## config.mk

```make
export PLATFORM = sky130hd
export DESIGN_NAME = fp_cmp_arbiter
export DESIGN_NICKNAME = d
export VERILOG_FILES = /design/src/rtl/fp_cmp_arbiter.sv
export SDC_FILE = /design/constraint.sdc
export NUM_CORES = 1
export LEC_CHECK = 0
export CORE_AREA = 2 2 135 137
export CTS_CLUSTER_SIZE = 16
export DETAILED_ROUTE_END_ITERATION = 8
export DIE_AREA = 0 0 137 139
export GPL_ROUTABILITY_DRIVEN = 0
export PLACE_DENSITY = 0.74
export SLEW_MARGIN = 25
export SYNTH_ARGS = -nofsm -noshare
export SYNTH_HDL_FRONTEND = slang
export SYNTH_SLANG_ARGS = --single-unit
```

## constraint.sdc

```tcl
create_clock -name clock -period 3.7 [get_ports clock]
set_input_delay 0.555 -clock clock [delete_from_list [all_inputs] [get_ports clock]]
set_output_delay 0.555 -clock clock [all_outputs]
set_load 0.02 [all_outputs]
```

## src/rtl/fp_cmp_arbiter.sv

```systemverilog
// Round-robin share of one fixed-latency FP compare unit; accept->resp_valid takes LATENCY+2 cycles.
// pause withholds grants only, responses cannot be stalled; FP_CMP_ARB_CHECK_EN adds sticky cmp_err.
module fp_cmp_arbiter #(
  parameter int NUM_REQ = 4,
  parameter int LATENCY = 3,
  parameter int TAG_W   = $clog2(NUM_REQ)
) (
  input  logic                  clock,
  input  logic                  reset,
  input  logic                  pause,
  input  logic [NUM_REQ-1:0]    req_valid,
  output logic [NUM_REQ-1:0]    req_ready,
  input  logic [32*NUM_REQ-1:0] req_a,
  input  logic [32*NUM_REQ-1:0] req_b,
  output logic [NUM_REQ-1:0]    resp_valid,
  output logic [2:0]            resp_result,
  output logic                  cmp_go,
  output logic [31:0]           cmp_a,
  output logic [31:0]           cmp_b,
  input  logic                  cmp_done,
  input  logic [2:0]            cmp_result
`ifdef FP_CMP_ARB_CHECK_EN
  ,
  output logic                  cmp_err
`endif
);

  localparam int SW = TAG_W + 1;

  logic [TAG_W-1:0]   ptr;
  logic [TAG_W-1:0]   ptr_next;
  logic [SW-1:0]      scan;
  logic               grant_any;
  logic [TAG_W-1:0]   grant_idx;
  logic               accept;
  logic [TAG_W-1:0]   go_tag;

  logic               pipe_vld [LATENCY];
  logic [TAG_W-1:0]   pipe_tag [LATENCY];
  logic               head_vld;
  logic [TAG_W-1:0]   head_tag;
  logic [NUM_REQ-1:0] head_oh;

  // Rotating priority scan starting at ptr, wrapping modulo NUM_REQ.
  always_comb begin
    grant_any = 1'b0;
    grant_idx = '0;
    scan      = '0;
    for (int k = 0; k < NUM_REQ; k++) begin
      scan = {1'b0, ptr} + SW'(k);
      if (scan >= SW'(NUM_REQ)) begin
        scan = scan - SW'(NUM_REQ);
      end
      if (!grant_any && req_valid[scan[TAG_W-1:0]]) begin
        grant_any = 1'b1;
        grant_idx = scan[TAG_W-1:0];
      end
    end
  end

  assign accept   = grant_any & ~pause & ~reset;
  assign ptr_next = (grant_idx == TAG_W'(NUM_REQ - 1)) ? '0 : grant_idx + TAG_W'(1);

  always_comb begin
    req_ready = '0;
    if (accept) begin
      req_ready[grant_idx] = 1'b1;
    end
  end

  always_ff @(posedge clock or posedge reset) begin
    if (reset) begin
      ptr    <= '0;
      cmp_go <= 1'b0;
      go_tag <= '0;
      cmp_a  <= '0;
      cmp_b  <= '0;
    end else begin
      cmp_go <= accept;
      if (accept) begin
        ptr    <= ptr_next;
        go_tag <= grant_idx;
        cmp_a  <= req_a[{grant_idx, 5'd0} +: 32];
        cmp_b  <= req_b[{grant_idx, 5'd0} +: 32];
      end
    end
  end

  // Owner tags ride alongside the compare unit; the head lines up with its result.
  always_ff @(posedge clock or posedge reset) begin
    if (reset) begin
      for (int s = 0; s < LATENCY; s++) begin
        pipe_vld[s] <= 1'b0;
        pipe_tag[s] <= '0;
      end
    end else begin
      pipe_vld[0] <= cmp_go;
      pipe_tag[0] <= go_tag;
      for (int s = 1; s < LATENCY; s++) begin
        pipe_vld[s] <= pipe_vld[s-1];
        pipe_tag[s] <= pipe_tag[s-1];
      end
    end
  end

  assign head_vld = pipe_vld[LATENCY-1];
  assign head_tag = pipe_tag[LATENCY-1];

  always_comb begin
    head_oh = '0;
    if (head_vld) begin
      head_oh[head_tag] = 1'b1;
    end
  end

  always_ff @(posedge clock or posedge reset) begin
    if (reset) begin
      resp_valid  <= '0;
      resp_result <= '0;
    end else begin
      resp_valid <= head_oh;
      if (head_vld) begin
        resp_result <= cmp_result;
      end
    end
  end

`ifdef FP_CMP_ARB_CHECK_EN
  localparam int MW = $clog2(LATENCY + 1);

  logic [MW-1:0] mask_cnt;
  logic          check_on;

  // The unit's trigger chain is unreset, so stale done pulses are ignored until it has drained.
  assign check_on = (mask_cnt == MW'(LATENCY));

  always_ff @(posedge clock or posedge reset) begin
    if (reset) begin
      mask_cnt <= '0;
      cmp_err  <= 1'b0;
    end else begin
      if (!check_on) begin
        mask_cnt <= mask_cnt + MW'(1);
      end
      if (check_on && (cmp_done != head_vld)) begin
        cmp_err <= 1'b1;
      end
    end
  end
`else
  // Routing relies on the tag pipeline alone, so cmp_done has no consumer here.
  logic unused_cmp_done;
  assign unused_cmp_done = cmp_done;
`endif

endmodule

```

==> flow_summary.toml, run 1 <==
[status]
status = "completed"

[yosys]
yosysWarnings = 0
synth_area_sq_um = 4766
avgSynthCellArea_sq_um = 9.290
synth_cells = 513
ys_ff_latch = 85
synth.distinct_cells = 34
ys.flop_type = "dfrtp_1"
synth_edf_count = 0
async_flop_share_pct = 100.0
syn_nets = 781
seq_area_frac_synth_pct = 44.63

[final_layout]
drive_above_1_share_pct = 9.631
mostFrequentLayoutCell = "clkdlybuf4s50_1"
fill_cells = 1679
area_growth_pct = 83.25
layout.nets = 1104
diodes = 0
most-common-layout-cells = "clkdlybuf4s50_1 (340), nand2_1 (103), a21oi_1 (88), dfrtp_1 (85), nor2_1 (44)"

[floorplanning]
rows = 49
coreArea_sq_um = 17660
die-area_sq_um = 19040
io_pins = 343
die_w_um = 137
dieHeight_um = 139
initial_core_util_pct = 26.99

[worst_setup_path]
crit_type = "in -> out"
rr_startpoint = "ptr[1]"
r2r_cells = 6
cp.arrival_ns = 2.90
startpoint_type = "primary input"
r2r_slack_ns = 1.27
critPathMaxFanout = 24
r2r_end = "cmp_b[8]"
cp.required_ns = 3.14
worst_setup_path_end_kind = "output port"

[routing]
firstDrtPassIters = 6
first_iter_violations = 298
vias = 5317
antenna_left = 0
viasPerCell = 4.969
wirelength_mm = 18.72
remaining_drc_errors = 0
wl_per_cell_um = 17.49

[grt]
grt_usage_pct = 19.13
grt_pass1_wl_mm = 28.17
first_global_vias = 5456
grt_max_degree = 63
globalRouteOverflowTotal = 0
antenna_found_initial = 0

[clock_network]
cts_resized = 0
root_buffer = "clkbuf_16"
cts_buffers = 9
cts_tree = "built"
htreeDepth = 3
clkTransAtPathRegs_ns = 0.07
hold_buffers = 0
postCtsSetupBuffers = 0
cts_sinks = 85
clkLatencyLatePin_ns = 0.34
clock_path_buffers = 2

[hold_path]
hold_class = "reg -> reg"
min_path_cells = 0
hold_end = "head_tag[1]"
hold_start = "pipe_tag[3]"

[power_and_ir_drop]
pwr_density_cell_nw_per_um2 = 571.5
leakagePower_nw = 3.670
peakVddDrop_mv = 0.2461

[timing]
setup_ws_ns = 0.2441
finalClockSkew_ns = 0.005101
fmax_mhz = 289.4
min_period_over_period_pct = 93.40
final_hold_viol_count = 0
setup_violations = 0
slew_viol_final = 0
period_needed_ns = 3.456
worstMarginPinSlew_ns = 0.7439
relSlewSlack_pct = 50.41
tns_ns = 0
rsz0062_at_grt = "no"

[placed_design]
hpwl_mm = 14.02
dp_slack_ns = 0.2547
place.port_buffers = 341

[job]
max_cap_violations = 0
==> through the flow <==
stage	utilization, %	cells	instance area, sq um	power, mW	hold slack (ns)
global route	49.46	1070	8733	5.302	0.3714
detailed placement	47.73	1054	8428	4.119	0.3373
finish	49.46	1070	8733	4.991	0.3519
floorplan	-	513	4766	2.911	0.3312
global placement	47.69	1054	8421	4.077	0.3346
CTS	49.46	1070	8733	5.073	0.3526
==> metal layers <==
layer | GRT usage, % | share of wire, % | up-vias | wire length, um
li1 | - | - | 2538 | -
met1 | 20.75 | 37 | 2483 | 6991
met2 | 35.09 | 51 | 269 | 9463
met3 | 5.227 | 9.8 | 27 | 1838
met4 | 6.782 | 2.2 | 0 | 421
met5 | 0 | 0 | - | 0
==> cells by family after synthesis <==
family | count (synthesis) | synth area share [%]
simple gates | 161 | 13.34
fa+ha+maj | 1 | 0.2625
compound gates | 173 | 25.07
flops | 85 | 44.63
mux | 43 | 11.95
buf+inv | 50 | 4.752
==> critical path: stages <==
cell and delay, ns:
clkdlybuf4s50_1 0.55, nor2b_1 0.21, a221oi_1 0.10, buf_4 0.17, nor2_4 0.41, buf_4 0.39
ha_1 0.22, and2_1 0.12, buf_4 0.14
==> how the worst max path moves through the flow <==
stage                     cells after the start      endpoint  slack [ns]          from
after global placement                        7  req_ready[1]        0.30  req_valid[0]
final                                         9  req_ready[3]        0.24  req_valid[1]
after floorplan                               1      cmp_a[0]        0.95         reset
after global routing                          9  req_ready[3]         0.1  req_valid[1]
after detailed placement                      9  req_ready[3]        0.25  req_valid[1]
after CTS                                     9  req_ready[3]        0.25  req_valid[1]
==> cell usage after synthesis (all sizes together), types with 2 or more instances <==
cell type / count / area (sq um)
mux2: 42 / 559.3
nand3: 2 / 10.01
a222oi: 39 / 390.4
nor3: 2 / 10.01
dfrtp: 85 / 2127
nand2: 103 / 386.6
nor2: 45 / 168.9
and2: 2 / 12.51
o21ai: 11 / 55.05
inv: 6 / 22.52
clkbuf: 33 / 123.9
buf: 11 / 80.07
a21oi: 88 / 440.4
nor2b: 3 / 18.77
a211o: 26 / 227.7
==> where the power goes <==
group,internal [mW],total (mW),switching [mW]
logic,1.32,2.64,1.32
clock network,0.480,0.921,0.440
registers,1.24,1.43,0.191
total,3.04,4.99,1.95
==> flip-flops by register name, summed over array words and instances, names as in the netlist, 2 cells and up <==
name	count
cmp_a	32
cmp_b	32
pipe_tag	4
resp_valid	4
resp_result	3
go_tag	2
head_tag	2
pipe_vld	2
ptr	2
==> cell type report <==
type / instances / area (sq um) / area share [%]
clock inverters: 7 / 80.08 / 0.9169
well taps: 229 / 286.5 / 3.281
clock buffers: 9 / 225.2 / 2.579
multi-input cells: 378 / 2442 / 27.97
flip-flops and latches: 85 / 2127 / 24.36
inverters: 6 / 23.77 / 0.2722
repair buffers: 356 / 3548 / 40.63
No activity file was read; power rests on OpenSTA's default activity.
==> run 2, diff against run 1 <==
Settings changed: SKIP_CTS_REPAIR_TIMING set to 1.
==> results of run 2 <==
No change in the layout: final DEF, timing and power equal those of run 1.
